`config.mk`:
```
export PLATFORM = sky130hd
export DESIGN_NAME = ctrl_fsm
export DESIGN_NICKNAME = d
export VERILOG_FILES = /design/src/rtl/ctrl_pkg.sv /design/src/rtl/op_decode.sv /design/src/rtl/ctrl_fsm.sv
export SDC_FILE = /design/constraint.sdc
export NUM_CORES = 1
export LEC_CHECK = 0
export CORE_MARGIN = 1
export CORE_UTILIZATION = 44
export DETAILED_ROUTE_END_ITERATION = 16
export PLACE_DENSITY = 0.8
export SLEW_MARGIN = 15
export SYNTH_ARGS = -nofsm -noshare
export SYNTH_HDL_FRONTEND = slang
export SYNTH_SLANG_ARGS = --single-unit
```
`constraint.sdc`:
```
create_clock -name Clk -period 1.92 [get_ports Clk]
set_input_delay 0.48 -clock Clk [delete_from_list [all_inputs] [get_ports Clk]]
set_output_delay 0.48 -clock Clk [all_outputs]
set_load 0.1 [all_outputs]
```
`src/rtl/ctrl_pkg.sv`:
```
// rtl/ctrl_pkg.sv - shared types and constants for the accumulator CPU control unit
package ctrl_pkg;

  // Opcode field of the 9-bit instruction
  typedef enum logic [2:0] {
    OP_ALU0  = 3'b000,
    OP_SHL   = 3'b001,
    OP_SHR   = 3'b010,
    OP_ALU1  = 3'b011,
    OP_LOAD  = 3'b100,
    OP_MOV   = 3'b101,
    OP_BR    = 3'b110,
    OP_STORE = 3'b111
  } op_t;

  typedef enum logic [1:0] {
    IDLE     = 2'd0,
    EXEC     = 2'd1,
    MEM_WAIT = 2'd2,
    DONE     = 2'd3
  } state_t;

  localparam int INST_W = 9;

  // Halt is the all-ones instruction word
  localparam logic [INST_W-1:0] HALT = '1;

  // Width of the memory wait counter, never below one bit
  function automatic int wait_cnt_w(input int lat);
    return (lat <= 1) ? 1 : $clog2(lat + 1);
  endfunction

endpackage

```
`src/rtl/op_decode.sv`:
```
// rtl/op_decode.sv - opcode to raw datapath enables, gated later by the FSM
module op_decode
  import ctrl_pkg::*;
(
  input  logic [2:0] op_i,
  output logic       reg_wr_o,
  output logic       mov_o,
  output logic       shift_o,
  output logic       load_o,
  output logic       mem_wr_o,
  output logic       boe_o,
  output logic       is_mem_o
);

  // Pure table lookup; halt detection and sequencing are handled by ctrl_fsm
  always_comb begin
    reg_wr_o = 1'b0;
    mov_o    = 1'b0;
    shift_o  = 1'b0;
    load_o   = 1'b0;
    mem_wr_o = 1'b0;
    boe_o    = 1'b0;
    is_mem_o = 1'b0;
    case (op_t'(op_i))
      OP_ALU0, OP_ALU1: reg_wr_o = 1'b1;
      OP_SHL, OP_SHR: begin
        reg_wr_o = 1'b1;
        shift_o  = 1'b1;
      end
      OP_LOAD: begin
        reg_wr_o = 1'b1;
        load_o   = 1'b1;
        is_mem_o = 1'b1;
      end
      OP_MOV: begin
        reg_wr_o = 1'b1;
        mov_o    = 1'b1;
      end
      OP_BR:    boe_o = 1'b1;
      OP_STORE: begin
        mem_wr_o = 1'b1;
        is_mem_o = 1'b1;
      end
      default: ;
    endcase
  end

endmodule

```
`src/rtl/ctrl_fsm.sv`:
```
// rtl/ctrl_fsm.sv - sequencing control unit: decode, memory stall, done flag, retire count
module ctrl_fsm
  import ctrl_pkg::*;
#(
  parameter int IW      = 9,
  parameter int OPW     = 3,
  parameter int MEM_LAT = 1,
  parameter int CW      = 16
) (
  input  logic          Clk,
  input  logic          Reset,
  input  logic          Start,
  input  logic [IW-1:0] Instruction,
  output logic          RegWrEn,
  output logic          MovEn,
  output logic          Shift,
  output logic          LoadInst,
  output logic          MemWrEn,
  output logic          BOE,
  output logic          PcEn,
  output logic          Stall,
  output logic          Ack,
  output logic [CW-1:0] InstCount
);

  localparam int CNTW = wait_cnt_w(MEM_LAT);
  localparam bit USE_WAIT = (MEM_LAT > 0);
  localparam logic [CNTW-1:0] WAIT_INIT = (MEM_LAT > 0) ? CNTW'(MEM_LAT - 1) : '0;

  state_t          state_q, state_d;
  logic [OPW-1:0]  op_q, op_d;
  logic [CNTW-1:0] cnt_q, cnt_d;
  logic [CW-1:0]   count_q, count_d;

  logic [OPW-1:0] op_live;
  logic [OPW-1:0] op_sel;
  logic           is_halt;

  logic dec_reg_wr, dec_mov, dec_shift, dec_load, dec_mem_wr, dec_boe, dec_is_mem;

  logic reg_wr, mov_en, shift_en, load_en, mem_wr, boe_en, pc_en, stall, ack;

  assign op_live = Instruction[IW-1 -: OPW];
  assign is_halt = &Instruction;

  // While waiting on memory the opcode captured at entry is decoded, not the live word
  assign op_sel = (state_q == MEM_WAIT) ? op_q : op_live;

  op_decode u_op_decode (
    .op_i     (op_sel),
    .reg_wr_o (dec_reg_wr),
    .mov_o    (dec_mov),
    .shift_o  (dec_shift),
    .load_o   (dec_load),
    .mem_wr_o (dec_mem_wr),
    .boe_o    (dec_boe),
    .is_mem_o (dec_is_mem)
  );

  // State, captured opcode, wait counter and retire counter registers
  always_ff @(posedge Clk or posedge Reset) begin
    if (Reset) begin
      state_q <= IDLE;
      op_q    <= '0;
      cnt_q   <= '0;
      count_q <= '0;
    end else begin
      state_q <= state_d;
      op_q    <= op_d;
      cnt_q   <= cnt_d;
      count_q <= count_d;
    end
  end

  // Next-state logic; Start is only honoured from IDLE or DONE
  always_comb begin
    state_d = state_q;
    op_d    = op_q;
    cnt_d   = cnt_q;
    count_d = count_q;
    case (state_q)
      IDLE, DONE: begin
        if (Start) begin
          state_d = EXEC;
          count_d = '0;
        end
      end
      EXEC: begin
        if (is_halt) begin
          state_d = DONE;
        end else if (dec_is_mem && USE_WAIT) begin
          state_d = MEM_WAIT;
          op_d    = op_live;
          cnt_d   = WAIT_INIT;
        end
      end
      MEM_WAIT: begin
        if (cnt_q != '0) begin
          cnt_d = cnt_q - 1'b1;
        end else begin
          state_d = EXEC;
        end
      end
      default: state_d = IDLE;
    endcase
    if (pc_en) begin
      count_d = count_q + CW'(1);
    end
  end

  // Output decode: enables gated by state, write enables only on the retiring cycle
  always_comb begin
    reg_wr   = 1'b0;
    mov_en   = 1'b0;
    shift_en = 1'b0;
    load_en  = 1'b0;
    mem_wr   = 1'b0;
    boe_en   = 1'b0;
    pc_en    = 1'b0;
    stall    = 1'b0;
    ack      = 1'b0;
    case (state_q)
      EXEC: begin
        if (!is_halt) begin
          if (dec_is_mem && USE_WAIT) begin
            stall   = 1'b1;
            load_en = dec_load;
          end else begin
            reg_wr   = dec_reg_wr;
            mov_en   = dec_mov;
            shift_en = dec_shift;
            load_en  = dec_load;
            mem_wr   = dec_mem_wr;
            boe_en   = dec_boe;
            pc_en    = 1'b1;
          end
        end
      end
      MEM_WAIT: begin
        load_en = dec_load;
        if (cnt_q != '0) begin
          stall = 1'b1;
        end else begin
          pc_en  = 1'b1;
          reg_wr = dec_reg_wr;
          mem_wr = dec_mem_wr;
        end
      end
      DONE:    ack = 1'b1;
      default: ;
    endcase
  end

  assign RegWrEn   = reg_wr;
  assign MovEn     = mov_en;
  assign Shift     = shift_en;
  assign LoadInst  = load_en;
  assign MemWrEn   = mem_wr;
  assign BOE       = boe_en;
  assign PcEn      = pc_en;
  assign Stall     = stall;
  assign Ack       = ack;
  assign InstCount = count_q;

endmodule

```
# After elaboration in Yosys (flattened, before gate mapping)
# Cells that the tools add are included.
# totals
ff_bits,22
in_bits,12
out_inout_bits,25
elab_cells,84
# op_classes
add_sub_neg,2
eq_ne,15
muxes,48
bitwise_logic,1
n_reduce_logical,14
# op_table
op,n
$mux 16,3
$mux 1,33
$add 16x1->16 const B,1
$eq 3x3->1 const B,4
$pmux 1 s2,6
$reduce_and 3->1,3
$reduce_and 9->1,1
$mux 2,4
$ne 2x2->1 const B,4
$eq 3x2->1 const B,2
$pmux 2 s3,1
$reduce_bool 2->1,3
$reduce_or 2->1,3
$reduce_or 6->1,1
$eq 2x2->1 const B,2
$eq 3x1->1 const B,1
$logic_not 3->1,1
$mux 3,1
$ne 3x3->1 const B,1
$eq 2x1->1 const B,1
$logic_not 2->1,1
$reduce_and 2->1,1
$not 1->1,1
$sub 1x1->1 const B,1

# Logic depth before layout (Yosys ltp)
# depth
depth_word,10
mapped_depth,9
mapped_depth_nobuf,7

# Cells and area by module
# A second synthesis with hierarchy kept.
# unflattened
cells_unflattened,172
area_unflattened_um2,1526.5
# modules_own_cells
mod,n_inst,cells_per_inst,area_per_inst_um2,seq_area_each_um2
ctrl_fsm,1,164,1475.2,525.5
op_decode,1,8,51.3,0.0

# Least setup slack after synthesis
# OpenSTA, ideal clock, no wires.
# synth_path
path_kind,register to output
startpoint,register state_q[0]
endpoint,output BOE
t_arrival_ns,3.964
required_time_ns,1.440
setup_slack_ns,-2.524
stages_incl_launch_ff,6
n_path_buf,1
cell_sequence,dfrtp_1 -> inv_1 -> ha_1 -> clkbuf_2 -> mux2_2 -> nor4_1
# synth_between
elab_chain_cells,8
elab_cells_between_ends,12
cone_classes,eq/ne: 5; mux: 6; reduce/logical: 1
# synth_rtl
element,line,source
from (decl),ctrl_fsm.sv:30,"state_t state_q, state_d;"
from (signal assigned),ctrl_fsm.sv:68,state_q <= state_d;
$eq 2x2->1,ctrl_fsm.sv:47,assign op_sel = (state_q == MEM_WAIT) ? op_q : op_live;
$mux 3,ctrl_fsm.sv:47,
$eq 3x3->1,op_decode.sv:24,case (op_t'(op_i))
$reduce_or 2->1 (no source line),n/a,
$mux 1,op_decode.sv:24,
$mux 1,ctrl_fsm.sv:125,if (dec_is_mem && USE_WAIT) begin
$mux 1,ctrl_fsm.sv:124,if (!is_halt) begin
$mux 1 *,ctrl_fsm.sv:122,case (state_q)
to (decl),ctrl_fsm.sv:19,"output logic BOE,"
# Mark *: on every way between the ends. The rest lies on a longest branch, timed or not.

# Final worst setup path
# layout_path
startpoint,register state_q[0]
endpoint,output RegWrEn
# layout_between
elab_chain_cells,8
elab_cells_between_ends,18
cone_classes,eq/ne: 8; mux: 7; reduce/logical: 3
# layout_rtl
element,line,source
$eq 2x2->1,"ctrl_fsm.sv:47, ctrl_fsm.sv:122",
$mux 3,ctrl_fsm.sv:47,
"$eq 3x2->1, or another cell as far along",op_decode.sv:24,
$reduce_or 6->1 (no source line) / $reduce_or 2->1 (equally long branches),n/a,
$mux 1,op_decode.sv:24,
$mux 1,ctrl_fsm.sv:125,
$mux 1,ctrl_fsm.sv:124,
$pmux 1 s2 *,ctrl_fsm.sv:122,
to (decl),ctrl_fsm.sv:14,"output logic RegWrEn,"
# Marks and branches as above.

==> metrics <==
number of diodes 0; Final period util 134%; Ports 37; fin cells 287; Final ANT Viol Nets 0; clock buffer depth 2; critical path startpoint category flop; Die Y 59.9 µm; VDD IR max 1.62 mV; CTS root buffer clkbuf_4; pin count of the biggest net entering global routing 28; core box area 3100 µm²; global route total overflow 0; CTS tree yes; critical path required time 1.44 ns; worst skew pair latency 0.34 ns; Initial Util 47.5%; FFs w/ async S/R, synth 100%; post-synthesis sequential area ratio 35.7%; clock-pin slew on the worst setup and hold paths 0.14 ns; global-route wire length before repair 8550 µm; WS Path Type reg2out; Main synth FF type dfrtp_1; run status finished, violations left; initial antenna violation count 0; Max-slew headroom 56.2%; via-per-instance ratio 7.33; via count 2103; number of enable flip-flop cells after synthesis 0; Overall Global Routing Usage 32.8%; Post-Synthesis Cells 166; share of cells above drive strength 1 59.3%; Hold WS 0.458 ns; Syn Nets 183; setup ws final -0.658 ns; Rows 20; Clock Skews 0.0168 ns; flip-flop and latch count after synthesis 21; routed wire length 8890 µm; DRC violations left 0; Placer Congestion 0.857; yosys warns 0; cell area after synthesis 1470 µm²; Pwr Density 1980 nW/µm²; Slew @ Worst Pin 0.652 ns; initial DRC count 407; Layout area overhead 101%; clock sinks 21; reg2reg setup slack -0.51 ns; endpoint type of the worst setup path primary output; Avg Inst Size Synth 8.87 µm²; Tmin final 2.58 ns; cts bufs inserted 3; average wire per standard cell 31.0 µm; port buffer count 36; Leak 1.18 nW; vias in the first global route 1703; Hold Crit Class in2async; fmax 388 MHz; # setup viols final 29; DP Wirelength 3370 µm; final count of hold timing violations 0; Die W 59.9 µm; H-tree depth 1; Yosys cell types 45; total power draw 5.88 mW; hold buffer count at cts 0; Slew Limit Fails 0; die area 3580 µm²; Cell Count Post-Placement 268; unrepaired setup endpoints after global routing yes; CP max FO 5; Post-Place Worst Slack -0.567 ns; # Max-Cap Violations 0; TritonRoute pass-1 iters 5; Worst EP arrival 2.10 ns; fin nets 261; failing checks negative setup slack
## path summary, 6_finish.rpt
| check | start | endpoint | cells after the start |
|---|---|---|---|
| setup / recovery | state_q[0]$_DFFE_PP0P_ | RegWrEn | 6 |
| hold / removal | Reset | InstCount[5]$_DFFE_PP0P_ | 3 |
| setup reg to reg | state_q[0]$_DFFE_PP0P_ | InstCount[11]$_DFFE_PP0P_ | 10 |
| max in group asynchronous | Reset | InstCount[2]$_DFFE_PP0P_ | 3 |
| hold reg to reg | InstCount[10]$_DFFE_PP0P_ | InstCount[10]$_DFFE_PP0P_ | 1 |
| min in group Clk | InstCount[10]$_DFFE_PP0P_ | InstCount[10]$_DFFE_PP0P_ | 1 |
## cell families (layout without fill, tap and decap cells)
family	Yosys count	after routing	share of synthesized area [%]
flip-flops	21	21	35.7
AO/OA/AOI/OAI	40	40	18.8
adder cells (fa/ha/maj)	5	5	4.25
XOR/XNOR	3	3	1.78
multiplexers	9	9	6.71
buffers and inverters	15	92	5.01
AND/OR/NAND/NOR	73	73	27.8
## cells in the mapped netlist, types with 2 or more instances
| master | count | area [µm²] |
|---|---|---|
| a311oi_1 | 2 | 17.5 |
| or3_1 | 3 | 18.8 |
| nor2b_1 | 3 | 18.8 |
| o31ai_1 | 4 | 30.0 |
| xnor2_1 | 3 | 26.3 |
| inv_1 | 9 | 33.8 |
| o211ai_1 | 3 | 22.5 |
| a31oi_1 | 4 | 25.0 |
| or4_1 | 9 | 67.6 |
| o21ai_0 | 3 | 15.0 |
| mux2i_1 | 2 | 20.0 |
| nand3_2 | 2 | 20.0 |
| mux2_1 | 4 | 45.0 |
| mux2_2 | 3 | 33.8 |
| nand2_1 | 18 | 67.6 |
| nor3_1 | 5 | 25.0 |
| ha_1 | 5 | 62.6 |
| or3_4 | 2 | 22.5 |
| nand3_1 | 8 | 40.0 |
| nand4_1 | 5 | 31.3 |
| o311ai_1 | 2 | 17.5 |
| a21oi_1 | 8 | 40.0 |
| o21ai_1 | 4 | 20.0 |
| o22ai_1 | 3 | 18.8 |
| dfrtp_1 | 21 | 526 |
| buf_6 | 2 | 22.5 |
| nor2_1 | 8 | 30.0 |
| and3_1 | 4 | 25.0 |
## flip-flops by register name (all words and copies together), names as in the netlist
signal / count
op_q: 3
state_q: 2
InstCount: 16
## worst max-delay path, stage by stage (launching register included)
cell and delay (ns):
dfrtp_1 0.43, inv_2 0.11, ha_4 0.21, mux2i_4 0.32, o21ai_2 0.13, a311oi_4 0.34
buf_12 0.22
## routing by layer
metal / part of all wire [%] / routed length, µm / up-vias / track usage, %
met3: 12 / 1080 / 87 / 8.23
met1: 33 / 2950 / 988 / 41.8
met2: 45 / 4040 / 245 / 54.0
li1: - / - / 783 / -
met5: 0 / 0 / - / 0
met4: 9.1 / 809 / 0 / 10.6
## power by group
group | switching (mW) | leakage, nW | internal (mW)
sequential | 0.364 | 0.248 | 0.630
combinational | 2.81 | 0.913 | 1.84
clock | 0.164 | 0.0177 | 0.0786
## timing repair
item,in CTS,in global routing
gates cloned,0,1
pin swaps,13,37
setup endpoints to repair,27,27
gates resized for setup,25,45
setup buffers,6,10
## cell type report
| type | count | area, µm² |
|---|---|---|
| Clock inverter | 1 | 5.00 |
| Fill cell | 76 | 136 |
| Multi-Input combinational cell | 130 | 1270 |
| Clock buffer | 3 | 22.5 |
| Sequential cell | 21 | 556 |
| Timing Repair Buffer | 79 | 1020 |
| Tap cell | 44 | 55.1 |
| Inverter | 9 | 33.8 |
## through the flow
step / TNS (ns) / utilization (%) / cell area [µm²]
after global placement: -11.18 / 80.0 / 2480
final: -9.95 / 95.6 / 2970
after CTS: -7.04 / 84.5 / 2620
after global routing: -11.78 / 95.6 / 2970
after detailed placement: -12.87 / 80.0 / 2480
after floorplan: -4.45 / - / 1660
## placed cells by master (no fill, tap or decap), drive strengths merged, types with 4 or more instances in the layout
| cell type | instances |
|---|---|
| buf | 67 |
| dfrtp | 21 |
| nand2 | 19 |
| nand3 | 10 |
| inv | 9 |
| or4 | 9 |
| a21oi | 9 |
| nor2 | 8 |
| dlygate4sd2 | 7 |
| mux2 | 7 |
| o21ai | 7 |
| nand4 | 5 |
| nor3 | 5 |
| ha | 5 |
| or3 | 5 |
| and3 | 4 |
| clkdlybuf4s50 | 4 |
| o211ai | 4 |
| o31ai | 4 |
| a31oi | 4 |
| clkbuf | 4 |
(Power assumes the default switching activity.)
